[config.mk]
export PLATFORM = sky130hd
export DESIGN_NAME = ahb_sram_wbuf_slave
export DESIGN_NICKNAME = d
export VERILOG_FILES = /design/src/rtl/ahb_sram_wbuf_slave.sv
export SDC_FILE = /design/constraint.sdc
export NUM_CORES = 1
export LEC_CHECK = 0
export CORE_MARGIN = 5
export CORE_UTILIZATION = 38
export DETAILED_ROUTE_END_ITERATION = 8
export GPL_TIMING_DRIVEN = 0
export HOLD_SLACK_MARGIN = 0.15
export PLACE_DENSITY = 0.76
export SYNTH_ARGS = -nofsm -noshare
export SYNTH_HDL_FRONTEND = slang
export SYNTH_SLANG_ARGS = --single-unit
[constraint.sdc]
create_clock -name HCLK -period 3.2 [get_ports HCLK]
set_clock_uncertainty 0.2 [all_clocks]
set_input_delay 0.96 -clock HCLK [delete_from_list [all_inputs] [get_ports HCLK]]
set_output_delay 0.96 -clock HCLK [all_outputs]
set_load 0.05 [all_outputs]
[src/rtl/ahb_sram_wbuf_slave.sv]
// ahb_sram_wbuf_slave: AHB-Lite to single-port SRAM bridge with a one-entry posted write buffer
module ahb_sram_wbuf_slave #(
  parameter int AW = 16,
  parameter int DW = 32
) (
  input  logic          HCLK,
  input  logic          HRESET,
  input  logic          HSEL,
  input  logic [AW-1:0] HADDR,
  input  logic [1:0]    HTRANS,
  input  logic [2:0]    HSIZE,
  input  logic          HWRITE,
  input  logic          HREADY,
  input  logic [DW-1:0] HWDATA,
  output logic          HREADYOUT,
  output logic          HRESP,
  output logic [DW-1:0] HRDATA,
  input  logic [DW-1:0] SRAMRDATA,
  output logic [AW-3:0] SRAMADDR,
  output logic [3:0]    SRAMWEN,
  output logic [DW-1:0] SRAMWDATA,
  output logic          SRAMCS
);
  typedef enum logic [1:0] {IDLE, ERR1, ERR2} state_t;
  state_t r_state, w_next;
  logic          r_wr_pend, r_buf_valid, r_rd_dp;
  logic [AW-3:0] r_ap_addr, r_buf_addr;
  logic [3:0]    r_ap_mask, r_buf_mask;
  logic [DW-1:0] r_buf_data, w_lane;
  logic          w_acc, w_legal, w_rd_issue, w_wr_acc, w_drain, w_load, w_stall;
  logic [3:0]    w_mask;
  always_comb begin
    w_acc      = HSEL & HREADY & HTRANS[1];
    w_legal    = (HSIZE == 3'd0) | ((HSIZE == 3'd1) & ~HADDR[0]) | ((HSIZE == 3'd2) & (HADDR[1:0] == 2'b00));
    w_mask     = (HSIZE == 3'd0) ? 4'b0001 << HADDR[1:0] : (HSIZE == 3'd1) ? (HADDR[1] ? 4'b1100 : 4'b0011) : 4'b1111;
    w_rd_issue = w_acc & ~HWRITE & w_legal & ~HRESET;
    w_wr_acc   = w_acc & HWRITE & w_legal;
    // gating with reset keeps a buffered write from reaching the SRAM during reset
    w_drain    = r_buf_valid & ~w_rd_issue & ~HRESET;
    w_load     = r_wr_pend & HREADY;
    w_stall    = r_wr_pend & r_buf_valid & HSEL & HTRANS[1] & ~HWRITE;
    w_lane     = {{8{r_buf_mask[3]}}, {8{r_buf_mask[2]}}, {8{r_buf_mask[1]}}, {8{r_buf_mask[0]}}}
               & {DW{r_buf_valid && (r_buf_addr == r_ap_addr)}};
    HRDATA     = r_rd_dp ? (SRAMRDATA & ~w_lane) | (r_buf_data & w_lane) : '0;
    SRAMCS     = w_rd_issue | w_drain;
    SRAMWEN    = w_drain ? r_buf_mask : 4'b0000;
    SRAMADDR   = w_rd_issue ? HADDR[AW-1:2] : w_drain ? r_buf_addr : '0;
    SRAMWDATA  = w_drain ? r_buf_data : '0;
  end
  always_comb begin
    w_next    = (r_state == ERR1) ? ERR2 : (w_acc & ~w_legal) ? ERR1 : IDLE;
    HREADYOUT = (r_state != ERR1) & ~w_stall;
    HRESP     = r_state != IDLE;
  end
  always_ff @(posedge HCLK) begin
    if (HRESET) begin
      r_state     <= IDLE;
      r_wr_pend   <= 1'b0;
      r_buf_valid <= 1'b0;
      r_rd_dp     <= 1'b0;
    end else begin
      r_state     <= w_next;
      r_buf_valid <= w_load | (r_buf_valid & ~w_drain);
      if (HREADY) begin
        r_wr_pend <= w_wr_acc;
        r_rd_dp   <= w_rd_issue;
      end
    end
  end
  always_ff @(posedge HCLK) begin
    if (HREADY) begin
      r_ap_addr <= HADDR[AW-1:2];
      r_ap_mask <= w_mask;
    end
    if (w_load) begin
      r_buf_addr <= r_ap_addr;
      r_buf_mask <= r_ap_mask;
      r_buf_data <= HWDATA;
    end
  end
endmodule

# --- Word-level counts from Yosys, hierarchy flattened ---
# Index checks and enable logic that the tools add are counted.
classes:
  eq_ne: 5
  shifts: 1
  mux: 10
  bitwise_logic: 35
  reduce_logical: 5
ops:
  columns: ["op", "n"]
  rows:
  - ["bitwise AND 32 bit", 3]
  - ["two-way mux 32 bit", 2]
  - ["NOT 32 bit", 1]
  - ["bitwise OR 32 bit", 1]
  - ["two-way mux 14 bit", 2]
  - ["bitwise AND 1 bit", 19]
  - ["two-way mux 4 bit", 4]
  - ["equality test 14 bit", 1]
  - ["NOT 1 bit", 7]
  - ["bitwise OR 1 bit", 4]
  - ["left shift 1 x 2 -> 4 bit, first input constant", 1]
  - ["equality test 3 x 1 -> 1 bit, second input constant", 1]
  - ["equality test 3 x 2 -> 1 bit, second input constant", 1]
  - ["logical NOT 3 bit", 1]
  - ["equality test 2 x 1 -> 1 bit, second input constant", 1]
  - ["logical NOT 2 bit", 1]
  - ["two-way mux 2 bit", 1]
  - ["!= test 2 x 1 -> 1 bit, second input constant", 1]
  - ["nonzero test 2 bit", 1]
  - ["OR reduction 2 bit", 1]
  - ["logical AND 1 bit", 1]
  - ["two-way mux 1 bit", 1]
totals:
  ff_bits: 73
  in_bits: 90
  out_inout_bits: 85

# --- Depth between registers and ports, before layout ---
logic_depth:
  word_depth: 12
  ltp_mapped: 7

# --- Worst setup path after synthesis ---
# No wires, ideal clock.
synth_path:
  path_kind: "input to output"
  startpoint: "input HADDR[0]"
  endpoint: "output SRAMADDR[0]"
  t_arrival_ns: 2.437
  t_required_ns: 2.040
  path_slack_ns: -0.397
  cell_stages: 5
  path_buffers: 1
  cell_sequence: "o21a_1 > o22a_1 > or4b_4 > buf_6 > o21ai_2"
synth_between:
  elab_chain_len: 11
synth_lines:
  columns: ["item", "line_no", "rtl"]
  rows:
  - ["start: declaration", "9", "input logic [AW-1:0] HADDR,"]
  - ["NOT 1 bit", "34", "w_legal = (HSIZE == 3'd0) | ((HSIZE == 3'd1) & ~HADDR[0]) | ((HSIZE == 3'd2) & (HADDR[1:0] == 2'b00));"]
  - ["bitwise AND 1 bit", "34", null]
  - ["bitwise OR 1 bit", "34", null]
  - ["bitwise OR 1 bit *", "34", null]
  - ["bitwise AND 1 bit * (2 in series)", "36", "w_rd_issue = w_acc & ~HWRITE & w_legal & ~HRESET;"]
  - ["NOT 1 bit", "39", "w_drain = r_buf_valid & ~w_rd_issue & ~HRESET;"]
  - ["bitwise AND 1 bit (2 in series)", "39", null]
  - ["two-way mux 14 bit", "47", "SRAMADDR = w_rd_issue ? HADDR[AW-1:2] : w_drain ? r_buf_addr : '0;"]
  - ["two-way mux 14 bit *", "47", null]
  - ["end: declaration", "19", "output logic [AW-3:0] SRAMADDR,"]
# Mark *: on every way between the ends. The rest lies on a longest branch, timed or not.

# --- Worst setup path in the final report ---
layout_path:
  startpoint: "input HADDR[1]"
  endpoint: "output SRAMADDR[5]"
layout_between:
  elab_chain_len: 10
layout_lines:
  columns: ["item", "line_no"]
  rows:
  - ["logical NOT 2 bit *", "34"]
  - ["bitwise AND 1 bit *", "34"]
  - ["bitwise OR 1 bit *", "34"]
  - ["bitwise AND 1 bit * (2 in series)", "36"]
  - ["NOT 1 bit", "39"]
  - ["bitwise AND 1 bit (2 in series)", "39"]
  - ["two-way mux 14 bit", "47"]
  - ["two-way mux 14 bit *", "47"]
# Marked as above.

==> flow_metrics.env <==
export IMPL_outcome="complete, but fails checks"
export IMPL_failed_checks="negative setup slack"
export IMPL_synthesis_area_um2=3840
export IMPL_post_synth_main_area_contributors="sky130_fd_sc_hd__edfxtp_1, sky130_fd_sc_hd__and2_1, sky130_fd_sc_hd__nand4_1"
export IMPL_hold_violations=0
export IMPL_place_port_buffers=173
export IMPL_postRouteWirelength_mm=15.9
export IMPL_proportion_of_synthesized_chip_area_in_sequential_cells=0.557
export IMPL_synth_enable_flop_cells=68
export IMPL_net_switching_power_uw=497
export IMPL_cp_common_cell="sky130_fd_sc_hd__buf_8"
export IMPL_setup_slack_ps=-540
export IMPL_clock_power_share=0.398
export IMPL_vias=3873
export IMPL_clockBufferDepth=2
export IMPL_power_share_of_the_combinational_group=0.117
export IMPL_clock_tree_root_cell="sky130_fd_sc_hd__clkbuf_8"
export IMPL_clkSinkCount=73
export IMPL_util_after_layout=0.778
export IMPL_die_w_um=111
export IMPL_arrival_worst_endpoint_ps=2580
export IMPL_layout_min_cycle_time_ps=3740
export IMPL_ys_dominant_reg_cell="sky130_fd_sc_hd__edfxtp_1"
export IMPL_grt_first_pass_wirelength_mm=23.3
export IMPL_final_antenna_net_count=0
export IMPL_setup_worst_path_end_class="output port"
export IMPL_final_min_period_over_clock_period=1.17
export IMPL_synth_most_common_cell="sky130_fd_sc_hd__edfxtp_1"
export IMPL_antenna_found_initial=1
export IMPL_fmaxAchievable_mhz=267
export IMPL_worst_path_max_fanout=6
export IMPL_fin_nets=676
export IMPL_critPathSlowestCell="sky130_fd_sc_hd__or4b_4"
export IMPL_floorplan_core_area_um2=9820
export IMPL_critical_path_startpoint_type="input port"
export IMPL_worstSkewPairLatency_ps=360
export IMPL_vias_in_the_first_global_route=4115
export IMPL_tritoncts="yes"
export IMPL_holdCritPathClass="register to register"
export IMPL_numCtsBuffers=9
export IMPL_static_leakage_power_nw=2.85
export IMPL_hpwlAfterDp_mm=9.73
export IMPL_maxCapViolCount=0
export IMPL_grt_start_max_net_pins=31
export IMPL_slew_limit_headroom=0.461
export IMPL_clk_pin_slew_ps=80
export IMPL_place_congestion=0.847
export IMPL_synth_cell_type_count=37
export IMPL_unrepaired_setup_endpoints_after_global_routing="true"
export IMPL_syn_nets=428
export IMPL_worst_slew_pin_transition_ps=808
export IMPL_critPathMaxStageDelay_ps=620
export IMPL_setup_total_negative_slack_ps=-31310
export IMPL_power_per_cell_area_nw_per_um2=292
export IMPL_top_level_port_count=175
export IMPL_die_height_um=111
export IMPL_drc=0
export IMPL_syn_inst=338
export IMPL_core_rows=36
export IMPL_p_sw_frac=0.223
export IMPL_synth_area_leader_cell="sky130_fd_sc_hd__edfxtp_1"
export IMPL_fp_dieArea_um2=12200
export IMPL_path_class="input port to output port"
export IMPL_pwr_share_seq=0.484
export IMPL_dr_iter_0_viols=207
export IMPL_cellInternalPower_mw=1.73
export IMPL_starting_density=0.391
export IMPL_worst_endpoint_required_ps=2040
export IMPL_drive_gt1_frac=0.550
export IMPL_areaGrowthSynthToFinish_pct=98.9
export IMPL_grt_util_all_layers=0.241
export IMPL_via_per_inst=5.34
export IMPL_cts_htree_levels=3
export IMPL_avg_synthesized_cell_area_um2=11.4
export IMPL_ys_warn_count=0
export IMPL_global_route_overflow_total=0
export IMPL_synthArstFlopShare=0
export IMPL_path_cells="buf_8 -> o21a_1 -> o22a_1 -> or4b_4 -> buf_16 -> o21ai_4 -> buf_8"
export IMPL_dr_pass1_iters=4
export IMPL_timing_max_transition_violations_final=0
export IMPL_netlist_area_leader_share=0.531
export IMPL_synth_seq_cells=73
export IMPL_stdcell_area_um2=7640
export IMPL_maximum_vdd_drop_v=0.000253
export IMPL_post_drt_wl_per_cell_um=21.9
export IMPL_post_dp_cell_area_um2=6080
export IMPL_setup_viol=83
export IMPL_post_synth_most_frequent_cells="sky130_fd_sc_hd__edfxtp_1, sky130_fd_sc_hd__and2_1, sky130_fd_sc_hd__nand4_1, sky130_fd_sc_hd__o21ai_0, sky130_fd_sc_hd__a21oi_1"
## routing by layer
| layer | part of all wire | global-route usage | vias to the layer above |
|---|---|---|---|
| li1 | - | - | 1749 |
| met1 | 0.38 | 0.274 | 1890 |
| met2 | 0.53 | 0.440 | 212 |
| met3 | 0.068 | 0.0613 | 22 |
| met4 | 0.018 | 0.0755 | 0 |
| met5 | 0 | 0 | - |
## worst max-delay path, delay by kind of cell
kind | cells | cell delay (ps)
and+or+nand+nor | 1 | 620
buffers and inverters | 3 | 460
AOI/OAI and AO/OA | 3 | 530
## cell usage in the layout (no fill, tap or decap), drive strengths merged
cell type / Yosys / final
o21ai: 50 / 50
dlygate4sd2: 0 / 4
inv: 20 / 20
nor4: 3 / 3
buf: 15 / 165
nand2b: 5 / 5
a31oi: 2 / 3
clkdlybuf4s15: 0 / 1
or2: 1 / 1
or4b: 1 / 1
nor2: 6 / 6
diode: 0 / 1
and2b: 1 / 1
bufinv: 0 / 3
nand2: 4 / 4
nand4: 36 / 36
and2: 37 / 37
nor3: 1 / 1
a21oi: 34 / 34
dfxtp: 5 / 5
xnor2: 1 / 1
o22a: 1 / 1
and3: 3 / 3
clkinvlp: 0 / 1
clkbuf: 10 / 21
o21a: 1 / 1
o22ai: 1 / 1
clkdlybuf4s50: 0 / 79
a222oi: 1 / 1
nand3: 15 / 15
nor2b: 7 / 7
edfxtp: 68 / 68
clkinv: 0 / 3
xor2: 9 / 9
## metrics by stage
stage	total power, mW	hold WS [ps]	setup WS, ps	std cells
2_1_floorplan	1.17	200	-293	338
3_3_place_gp	1.30	201	-2060	644
3_5_place_dp	1.30	205	-2090	645
4_1_cts	2.20	224	-602	712
5_1_grt	2.30	249	-580	725
6_report	2.23	229	-540	725
## area by class of cell
cell class | count | area [um^2]
Inverter | 20 | 75.1
Fill cell | 571 | 2180
Clock buffer | 9 | 124
Sequential cell | 73 | 2140
Antenna cell | 1 | 2.50
Timing Repair Buffer | 242 | 2780
Clock inverter | 7 | 109
Tap cell | 133 | 166
Buffer | 19 | 248
Multi-Input combinational cell | 221 | 1990
## registers in the layout, indices dropped and copies added, names as in the netlist, 2 cells and up
| name | flops |
|---|---|
| r_buf_addr | 14 |
| r_buf_mask | 4 |
| r_ap_addr | 14 |
| r_ap_mask | 4 |
| r_buf_data | 32 |
| r_state | 2 |
## power by group through the flow
| stage | combinational, mW | clock [mW] | sequential [mW] |
|---|---|---|---|
| 3_5_place_dp | 0.202 | 0 | 1.10 |
| 6_report | 0.262 | 0.888 | 1.08 |
| 5_1_grt | 0.276 | 0.937 | 1.08 |
| 2_1_floorplan | 0.0673 | 0 | 1.10 |
| 4_1_cts | 0.239 | 0.880 | 1.08 |
| 3_3_place_gp | 0.197 | 0 | 1.10 |
## path summary, 6_finish.rpt
check | start | to | slack [ps] | cells past startpoint
min reg2reg | r_ap_mask[2]$_DFFE_PP_ | r_buf_mask[2]$_DFFE_PP_ | 230 | 0
max reg2reg | r_wr_pend$_SDFFE_PP0P_ | r_buf_data[26]$_DFFE_PP_ | 1340 | 2
max | HADDR[1] | SRAMADDR[5] | -540 | 7
min | r_ap_mask[2]$_DFFE_PP_ | r_buf_mask[2]$_DFFE_PP_ | 230 | 0
## cells by family after synthesis
logic type / count (synthesis) / share of synthesized area
flops: 73 / 0.557
simple gates: 120 / 0.199
compound gates: 90 / 0.137
buf+inv: 45 / 0.0837
xor+xnor: 10 / 0.0228
## repair_timing
item	4_1_cts	5_1_grt
pin swaps	93	53
resized for setup	760	55
gates cloned	11	1
endpoints found under the setup margin	105	83
hold buffers	0	0
setup buffers	42	23
Note: power is estimated with default switching activity, not from simulation.
